**src/rtl/ramwb_pipe.sv**
```systemverilog
// Pipelined Wishbone-style RAM/ROM bridge: validates byte/half/word requests,
// drives a synchronous memory, and returns in-order ack/err after LATENCY cycles.
module ramwb_pipe #(
  parameter int unsigned SIZE_BYTE  = 4096,
  parameter logic [31:0] START_ADDR = 32'h2000_0000,
  parameter int unsigned LATENCY    = 1,
  parameter bit          WRITABLE   = 1'b1
) (
  input  logic                         i_clk,
  input  logic                         i_rst_n,
  input  logic                         i_cyc,
  input  logic                         i_stb,
  input  logic [31:0]                  i_addr,
  input  logic                         i_we,
  input  logic [3:0]                   i_sel,
  input  logic [31:0]                  i_data,
  output logic                         o_ack,
  output logic                         o_err,
  output logic [31:0]                  o_data,
  output logic                         o_stall,
  output logic                         o_mem_en,
  output logic [3:0]                   o_mem_we,
  output logic [$clog2(SIZE_BYTE)-3:0] o_mem_addr,
  output logic [31:0]                  o_mem_wd,
  input  logic [31:0]                  i_mem_rd
);
  localparam int unsigned AW      = $clog2(SIZE_BYTE);
  localparam logic [1:0]  SZ_BYTE = 2'b00;
  localparam logic [1:0]  SZ_HALF = 2'b01;
  localparam logic [1:0]  SZ_WORD = 2'b11;
  localparam logic [32:0] LO_ADDR = {1'b0, START_ADDR};
  localparam logic [32:0] HI_ADDR = LO_ADDR + 33'(SIZE_BYTE);

  typedef struct packed {
    logic       valid;
    logic       err;
    logic       we;
    logic [1:0] size;
    logic [1:0] off;
  } stage_t;

  if (SIZE_BYTE < 8 || (SIZE_BYTE & (SIZE_BYTE - 1)) != 0) begin : g_bad_size
    $fatal(1, "ramwb_pipe: SIZE_BYTE must be a power of two >= 8");
  end
  if ((START_ADDR & 32'(SIZE_BYTE - 1)) != 32'd0) begin : g_bad_start
    $fatal(1, "ramwb_pipe: START_ADDR must be aligned to SIZE_BYTE");
  end
  if (LATENCY < 1 || LATENCY > 4) begin : g_bad_latency
    $fatal(1, "ramwb_pipe: LATENCY must be in 1..4");
  end

  function automatic logic is_aligned(input logic [1:0] size, input logic [1:0] off);
    logic r;
    case (size)
      SZ_BYTE: r = 1'b1;
      SZ_HALF: r = ~off[0];
      SZ_WORD: r = (off == 2'b00);
      default: r = 1'b0;
    endcase
    return r;
  endfunction

  function automatic logic [3:0] lane_mask(input logic [1:0] size, input logic [1:0] off);
    logic [3:0] m;
    case (size)
      SZ_BYTE: m = 4'b0001 << off;
      SZ_HALF: m = 4'b0011 << off;
      SZ_WORD: m = 4'b1111;
      default: m = 4'b0000;
    endcase
    return m;
  endfunction

  function automatic logic [31:0] lane_repl(input logic [1:0] size, input logic [31:0] d);
    logic [31:0] r;
    case (size)
      SZ_BYTE: r = {4{d[7:0]}};
      SZ_HALF: r = {2{d[15:0]}};
      default: r = d;
    endcase
    return r;
  endfunction

  function automatic logic [31:0] lane_extract(input logic [1:0] size, input logic [1:0] off,
                                               input logic [31:0] rd);
    logic [31:0] r;
    case (size)
      SZ_BYTE: r = {24'd0, rd[{off, 3'b000} +: 8]};
      SZ_HALF: r = off[1] ? {16'd0, rd[31:16]} : {16'd0, rd[15:0]};
      SZ_WORD: r = rd;
      default: r = 32'd0;
    endcase
    return r;
  endfunction

  logic                      req_s;
  logic                      in_range_s;
  logic                      valid_s;
  logic                      unused_sel_s;
  stage_t                    new_s;
  stage_t                    head_s;
  stage_t [LATENCY-1:0]      stage_d;
  stage_t [LATENCY-1:0]      stage_q;

  assign unused_sel_s = i_sel[3] ^ i_sel[0];
  assign req_s        = i_rst_n & i_cyc & i_stb;
  assign in_range_s   = ({1'b0, i_addr} >= LO_ADDR) && ({1'b0, i_addr} < HI_ADDR);
  assign valid_s      = is_aligned(i_sel[2:1], i_addr[1:0]) & in_range_s & (~i_we | WRITABLE);
  assign o_mem_addr   = i_addr[AW-1:2];
  assign o_stall      = 1'b0;
  assign head_s       = stage_q[LATENCY-1];

  // Memory port: only valid requests touch the array; lanes come from size/offset.
  always_comb begin
    o_mem_en = req_s & valid_s;
    o_mem_we = 4'b0000;
    o_mem_wd = 32'd0;
    if (o_mem_en && i_we) begin
      o_mem_we = lane_mask(i_sel[2:1], i_addr[1:0]);
      o_mem_wd = lane_repl(i_sel[2:1], i_data);
    end else begin
      o_mem_we = 4'b0000;
      o_mem_wd = 32'd0;
    end
  end

  // Response pipeline next state; dropping i_cyc abandons every in-flight entry.
  always_comb begin
    new_s       = '0;
    stage_d     = '0;
    new_s.valid = i_cyc & i_stb;
    new_s.err   = ~valid_s;
    new_s.we    = i_we;
    new_s.size  = i_sel[2:1];
    new_s.off   = i_addr[1:0];
    if (i_cyc) begin
      stage_d[0] = new_s;
      for (int i = 1; i < LATENCY; i++) begin
        stage_d[i] = stage_q[i-1];
      end
    end else begin
      stage_d = '0;
    end
  end

  // Response pipeline register.
  always_ff @(posedge i_clk or negedge i_rst_n) begin
    if (!i_rst_n) begin
      stage_q <= '0;
    end else begin
      stage_q <= stage_d;
    end
  end

  // Head-of-pipe response; i_cyc gates it so a same-cycle abort suppresses it.
  always_comb begin
    o_ack  = i_cyc & head_s.valid & ~head_s.err;
    o_err  = i_cyc & head_s.valid & head_s.err;
    o_data = 32'd0;
    if (o_ack && !head_s.we) begin
      o_data = lane_extract(head_s.size, head_s.off, i_mem_rd);
    end else begin
      o_data = 32'd0;
    end
  end
endmodule

```
**config.mk**
```make
export PLATFORM = sky130hd
export DESIGN_NAME = ramwb_pipe
export DESIGN_NICKNAME = d
export VERILOG_FILES = /design/src/rtl/ramwb_pipe.sv
export SDC_FILE = /design/constraint.sdc
export NUM_CORES = 1
export LEC_CHECK = 0
export ABC_CLOCK_PERIOD_IN_PS = 2400
export CORE_MARGIN = 3
export CORE_UTILIZATION = 29
export CTS_CLUSTER_DIAMETER = 60
export CTS_CLUSTER_SIZE = 20
export DETAILED_ROUTE_END_ITERATION = 10
export PLACE_DENSITY = 0.79
export SLEW_MARGIN = 20
export SYNTH_ARGS = -nofsm -noshare
export SYNTH_HDL_FRONTEND = slang
export SYNTH_SLANG_ARGS = --single-unit
```
**constraint.sdc**
```tcl
create_clock -name i_clk -period 2.4 [get_ports i_clk]
set_input_delay 0.36 -clock i_clk [delete_from_list [all_inputs] [get_ports i_clk]]
set_output_delay 0.36 -clock i_clk [all_outputs]
set_load 0.01 [all_outputs]
```
# After elaboration in Yosys (flattened, before gate mapping)
# Index checks and enable logic that the tools add are counted.
word_totals:
  regBits: 7
  latch_bits: 0
  ramBits: 0
  romBits: 0
  output_inout_bits: 82
  mem_count: 0
classes:
  n_addsub: 0
  n_mul: 0
  n_div: 0
  magnitude_cmp: 2
  n_eq_ne: 4
  n_shift: 3
  mux: 9
  bitwise: 11
  n_reduce_logical: 7
op_table:
  columns: ["operator", "n"]
  rows:
  - ["one-hot mux 32 bit (3 select lines)", 1]
  - ["2-to-1 mux 32 bit", 2]
  - ["one-hot mux 32 bit (2 select lines)", 1]
  - [">= comparator 32 x 30 -> 1 bit (second input constant)", 1]
  - ["< comparator 32 x 30 -> 1 bit (second input constant)", 1]
  - ["indexed part select 32 x 6 -> 8 bit", 1]
  - ["2-to-1 mux 16 bit", 1]
  - ["one-hot mux 4 bit (3 select lines)", 1]
  - ["AND 1 bit", 8]
  - ["2-to-1 mux 7 bit", 1]
  - ["logical NOT 2 bit", 3]
  - ["equality test 2 x 1 -> 1 bit (second input constant)", 2]
  - ["equality test 2 bit (second input constant)", 2]
  - ["2-to-1 mux 4 bit", 1]
  - ["<< shifter 1 x 2 -> 4 bit (first input constant)", 1]
  - ["<< shifter 2 x 2 -> 4 bit (first input constant)", 1]
  - ["logical AND 1 bit", 3]
  - ["NOT 1 bit", 3]
  - ["one-hot mux 1 bit (3 select lines)", 1]
  - ["logical NOT 1 bit", 1]

# Logic depth before layout (Yosys ltp)
# Gate-level depths: netlist of the first run.
depth:
  word_depth: 6
  mapped_depth: 6
  ltp_nobuf: 4

# Least setup slack after synthesis of the first run
# OpenSTA, ideal clock, no wires.
synth_path:
  path_type: "input to output"
  start: "input port i_addr[12]"
  end: "output port o_mem_we[3]"
  arrival_ps: 1752
  t_required_ps: 2040
  path_slack_ps: 288
  path_stages: 5
  path_buffers: 1
  cell_sequence: "nor4_1 > o2111ai_1 > or4b_1 > buf_6 > nor3_1"
synth_via:
  elab_chain_len: 6
  elab_cells_between_ends: 7
  cone_classes: "order compare (2); mux (1); bitwise (2); reduce/logical (2)"
synth_rtl:
  columns: ["item", "line_no", "text"]
  rows:
  - ["start, declared", "13", "input logic [31:0] i_addr,"]
  - [">= comparator 32 x 30 -> 1 bit / < comparator 32 x 30 -> 1 bit (equally long branches)", "107", "assign in_range_s = ({1'b0, i_addr} >= LO_ADDR) && ({1'b0, i_addr} < HI_ADDR);"]
  - ["logical AND 1 bit (*)", "107", null]
  - ["AND 1 bit (*)", "108", "assign valid_s = is_aligned(i_sel[2:1], i_addr[1:0]) & in_range_s & (~i_we | WRITABLE);"]
  - ["AND 1 bit (*)", "115", "o_mem_en = req_s & valid_s;"]
  - ["logical AND 1 bit (*)", "118", "if (o_mem_en && i_we) begin"]
  - ["2-to-1 mux 4 bit (*)", "118", null]
  - ["end, declared", "22", "output logic [3:0] o_mem_we,"]
# Every way passes the cells marked *; elsewhere a longest branch is shown, timed or not.

# Worst setup path after layout of the first run
layout_path:
  start: "input port i_addr[28]"
  end: "output port o_mem_wd[15]"
layout_via:
  elab_chain_len: 6
  elab_cells_between_ends: 7
  cone_classes: "order compare (2); mux (1); bitwise (2); reduce/logical (2)"
layout_rtl:
  columns: ["item", "line_no", "text"]
  rows:
  - [">= comparator 32 x 30 -> 1 bit / < comparator 32 x 30 -> 1 bit (equally long branches)", "107", null]
  - ["logical AND 1 bit (*)", "107", null]
  - ["AND 1 bit (*)", "108", null]
  - ["AND 1 bit (*)", "115", null]
  - ["logical AND 1 bit (*)", "118", null]
  - ["2-to-1 mux 32 bit (*)", "118", null]
  - ["end, declared", "24", "output logic [31:0] o_mem_wd,"]
# Marked as above.

==> metrics.csv, run 1 <==
metric;value;unit
grt met1 use;22.3;%
CTS root buf;clkbuf_8;
Post-DP HPWL;6230;microns
max reg flops;7;
GR Util met3;6.67;%
synth warn;0;
via/cell ratio;5.06;
Cell Area, Placed;3500;sq um
DRT iter0 DRCs;65;
# fillers;524;
Synth Instances;261;
Via Count;2548;
Finished Core Util;64.2;%
total CTS buffers;3;
largest net degree at the start of global routing;39;
status;complete, but fails checks;
1st-pass router iterations;4;
min Tclk post-route;2.46;ns
EDFF count, synth;0;
CP Launch Type;input pin;
global-route track usage on met2;40.4;%
Die Wd;84.5;microns
routed len/inst;16.1;microns
first-pass GRT wire length;12500;microns
Design Area, Final;3690;sq um
top cell type's share of synthesized area;13.5;%
Clock transition at path regs;0.04;ns
vias in the first global route;2612;
Critical Path Fanout Max;6;
clock sinks;7;
Mean Syn Cell Area;6.84;sq um
Final setup viols;14;
worst hold path type;input pin to async pin;
CTS tree;done;
Synth area leaders;mux2i_1 13%, dfrtp_1 9.8%, nor2_4 9.5%;
Synth area leader;mux2i_1;
Most used DFF post-synth;dfrtp_1;
#FFs+latches synth;7;
IR drop worst, VDD;0.132;mV
antenna violations before repair;0;
fmax;407;MHz
Syn Std Cell Area;1790;sq um
Tot GR Track Use;21.0;%
Syn-to-layout area delta;106;%
grt total ovfl;0;
Setup CP Type;input pin to output port;
DRT antenna net count;0;
io pins;187;
Final Hold Viols;0;
DRC Markers;0;
CP endpoint kind;output port;
max-cap viol count;0;
RSZ-0062 raised after global routing;yes;
Post-layout nets;538;
failing checks;negative setup slack;
ranking of synthesized cells by instance count;32 x nand2_1, 30 x a21oi_1, 24 x and2_1, 24 x mux2i_1, 21 x nor2_1;
Crit path arrival time;2.10;ns
Initial Util;31.1;%
Die Y;84.5;microns
Max Slew Vio Count;0;
Async S/R FF share, synth;100;%
fin worst setup slack;-0.0587;ns
PortBufs;163;
pwr/cell area;179;nW/um^2
Die ar.;7130;sq um
most common cell in the netlist;nand2_1;
gpl congestion;0.804;
Core Box Area;5740;sq um
FP Rows;27;
Netlist cell types;36;
setup TNS;-0.518;ns
period utilization;102;%
register area share after synthesis;9.81;%
layer with the highest usage;met2;
Max Root-Sink Buffers;2;
Antenna Cells;0;
Total Power Consumption;0.659;mW
leakage power;1.91;nW
layout cells sized above 1;32.9;%
Mapped Nets;366;
WP data required;2.04;ns
final wirelength;8100;microns
maximum level of the CTS H-tree;1;
## power by group
part,internal (mW),switching (mW),total [mW]
clock,0.115,0.0475,0.162
combinational,0.204,0.162,0.366
sequential,0.125,0.00550,0.130
total,0.443,0.215,0.659
## logic make-up after synthesis
family          share of synthesized area, %
compound gates                          20.5
buf+inv                                 13.7
flops                                   9.81
mux                                     13.5
other cells                            0.210
simple gates                            42.3
## critical path: stages
cell             delay, ns
clkdlybuf4s15_1       0.18
nor4_2                0.24
nand2_1               0.10
or4b_4                0.66
buf_16                0.19
buf_8                 0.14
a21oi_2               0.09
buf_2                 0.14
## per-stage QoR
stage	hold slack (ns)	cells	worst slack, ns
2_1_floorplan	0.0644	261	0.288
3_3_place_gp	0.679	489	-0.859
3_5_place_dp	0.678	489	-0.921
4_1_cts	0.210	504	-0.0765
5_1_grt	0.219	504	-0.161
6_report	0.213	504	-0.0587
## path summary, 6_finish.rpt
path | from | to | depth (start not counted)
min | i_rst_n | head_s[1] | 2
min in group i_clk | i_we | head_s[4] | 2
max in group asynchronous | i_rst_n | head_s[3] | 2
max | i_addr[28] | o_mem_wd[15] | 8
## what timing repair did
item | CTS | global route
pin swaps | 16 | 7
setup buffers | 8 | 1
resized for setup | 265 | 29
cloned | 3 | 0
setup endpoints to repair | 69 | 48
hold buffers | 0 | 0
## routing by layer
| metal | vias up | wire (microns) |
|---|---|---|
| met2 | 158 | 4200 |
| met4 | 0 | 112 |
| met3 | 12 | 936 |
| li1 | 1222 | - |
| met5 | - | 0 |
| met1 | 1156 | 2850 |
## final cells by class
type	instances	area [sq um]	area share, %
Sequential cell	7	176	4.79
Clock buffer	4	45.0	1.22
Timing Repair Buffer	196	1840	50.0
Multi-Input combinational cell	213	1490	40.3
Tap cell	72	90.1	2.44
Inverter	12	45.0	1.22
## layout by cell type, fill, tap and decap left out, types with 2 or more instances in the layout
master	n
a32oi_1	4
nor3_1	2
buf_6	18
nor4_4	3
o21ai_2	2
clkdlybuf4s50_1	71
buf_12	3
dlygate4sd2_1	24
o21ai_0	16
nor2_4	15
dfrtp_1	6
and2_1	23
clkdlybuf4s15_1	3
buf_2	33
dlymetal6s2s_1	14
nor2_2	10
buf_4	25
and3b_1	4
inv_1	10
a21oi_2	8
nand2_1	31
a21oi_1	26
mux2i_1	24
inv_2	2
buf_16	3
and3_1	4
clkbuf_8	3
nor2_1	21
Power figures use the tool's default switching activity.
==> inputs of run 2 (changes only) <==
- CAP_MARGIN: unset -> 20
- GPL_TIMING_DRIVEN: unset -> 0
==> run 2 against run 1 <==
- the flow now finishes without violations
- combinational power increased by 5.5%
- non-clock buffer count increased by 11
- sequential share of layout area decreased by 0.11 points
- via count increased by 0.78%
- sequential power increased by 3%
- wire length increased by 2.2%
- worst hold slack improved by 0.21 ns
- largest cell class unchanged
==> metrics.csv, run 2 (same netlist as run 1, synthesis figures left out) <==
metric;value;unit
status;completed;
Finished Core Util;66.2;%
min Tclk post-route;2.38;ns
max-cap viol count;0;
setup TNS;0;ns
commonest non-fill, non-tap cells in the layout;91 x clkdlybuf4s50_1, 31 x nand2_1, 30 x a21oi_1;
Cell Area, Placed;3610;sq um
CTS root buf;clkbuf_8;
Syn-to-layout area delta;113;%
Final Hold Viols;0;
1st-pass router iterations;4;
total CTS buffers;3;
# fillers;492;
Hold Crit Endpoint;head_s[4];
Max Slew Vio Count;0;
max reg flops;7;
CTS tree;done;
Initial Util;31.1;%
Hold Crit Start;i_we;
gpl congestion;0.808;
Via Count;2568;
Clock transition at path regs;0.04;ns
Die Wd;84.5;microns
via/cell ratio;4.99;
clock sinks;7;
Die ar.;7130;sq um
period utilization;99.3;%
FP Rows;27;
Die Y;84.5;microns
CP top delay family;simple AND/OR/NAND/NOR gates;
crit path cell chain;buf_6 > nor4_4 > o2111ai_2 > or4b_4 > buf_12 > buf_12 > a21oi_2 > buf_2;
largest net degree at the start of global routing;11;
fmax;419;MHz
layout cells sized above 1;31.6;%
Crit path arrival time;2.02;ns
CP Launch Type;input pin;
Post-layout nets;549;
PortBufs;173;
Post-DP HPWL;6620;microns
Critical Path Fanout Max;8;
DRT antenna net count;0;
vias in the first global route;2585;
routed len/inst;16.1;microns
WP data required;2.04;ns
smallest hold slack;0.422;ns
IR drop worst, VDD;0.121;mV
Setup CP Type;input pin to output port;
worst hold path type;input pin to flop;
grt total ovfl;0;
final wirelength;8270;microns
Crit path top cell by count;buf_12;
antenna violations before repair;0;
leakage power;1.87;nW
CP bufs+invs;4;
Design Area, Final;3800;sq um
CP max stage delay;0.54;ns
hold path depth;2;
most common cell after layout, fill and taps aside;clkdlybuf4s50_1;
io pins;187;
DRT iter0 DRCs;51;
Slowest-stage cell, CP;or4b_4;
Antenna Cells;0;
CP endpoint kind;output port;
pwr/cell area;178;nW/um^2
DRC Markers;0;
maximum level of the CTS H-tree;1;
fin cells;515;
first-pass GRT wire length;12600;microns
RSZ-0062 raised after global routing;yes;
Placed Cells;506;
Core Box Area;5740;sq um
Max Root-Sink Buffers;2;
Tot GR Track Use;21.3;%
Final setup viols;0;
[run 2: cell types whose count changed in the layout (fill, tap and decap cells not counted), moves of 3 or more]
cell | previous run | this run
clkdlybuf4s50_1 | 71 | 91
dlygate4sd2_1 | 24 | 12
clkbuf_2 | 1 | 11
buf_4 | 25 | 16
buf_2 | 33 | 26
a21oi_1 | 26 | 30
a21oi_2 | 8 | 4
buf_6 | 18 | 21
clkbuf_4 | 0 | 3
[run 2: layer usage]
layer / GRT usage, % / wire [microns]
met1: 23.1 / 3000
met2: 39.2 / 4230
met3: 7.85 / 875
met4: 5.04 / 163
met5: 0 / 0
[run 2: repair_timing]
| item | in CTS | in global routing |
|---|---|---|
| gates cloned | 4 | 0 |
| hold buffers | 0 | 1 |
| setup endpoints to repair | 69 | 40 |
| hold endpoints to repair | 0 | 7 |
| resized for setup | 270 | 39 |
| pin swaps | 18 | 8 |
| setup buffers | 2 | 2 |
[run 2: how the worst max path moves through the flow]
stage / cells after the start / start / endpoint / slack (ns)
finish: 8 / i_addr[15] / o_mem_we[2] / 0.02
floorplan: 5 / i_addr[12] / o_mem_we[3] / 0.29
global placement: 8 / i_addr[12] / o_mem_we[0] / -0.78
CTS: 9 / i_addr[17] / o_mem_wd[31] / -0.05
detailed placement: 8 / i_addr[12] / o_mem_we[0] / -0.78
global route: 8 / i_addr[24] / o_mem_wd[15] / -0.07
[run 2: per-stage QoR]
step,setup slack (ns),total power [mW]
floorplan,0.288,0.283
global placement,-0.777,0.501
detailed placement,-0.777,0.508
CTS,-0.0460,0.673
global route,-0.0749,0.719
finish,0.0159,0.676
[run 2: area by class of cell]
cell class	count	area (sq um)	area share, %
plain buffers	26	228	5.99
clock buffers	4	45.0	1.19
inverters	12	45.0	1.19
multi-input cells	213	1490	39.2
flip-flops and latches	7	178	4.68
well taps	72	90.1	2.37
repair buffers	181	1730	45.4
[run 2: where the power goes]
group	switching, mW	leakage (nW)	total, mW	internal, mW
Combinational	0.168	1.76	0.386	0.218
Sequential	0.00849	0.0863	0.134	0.125
Clock	0.0424	0.0228	0.157	0.114
Total	0.219	1.87	0.676	0.458
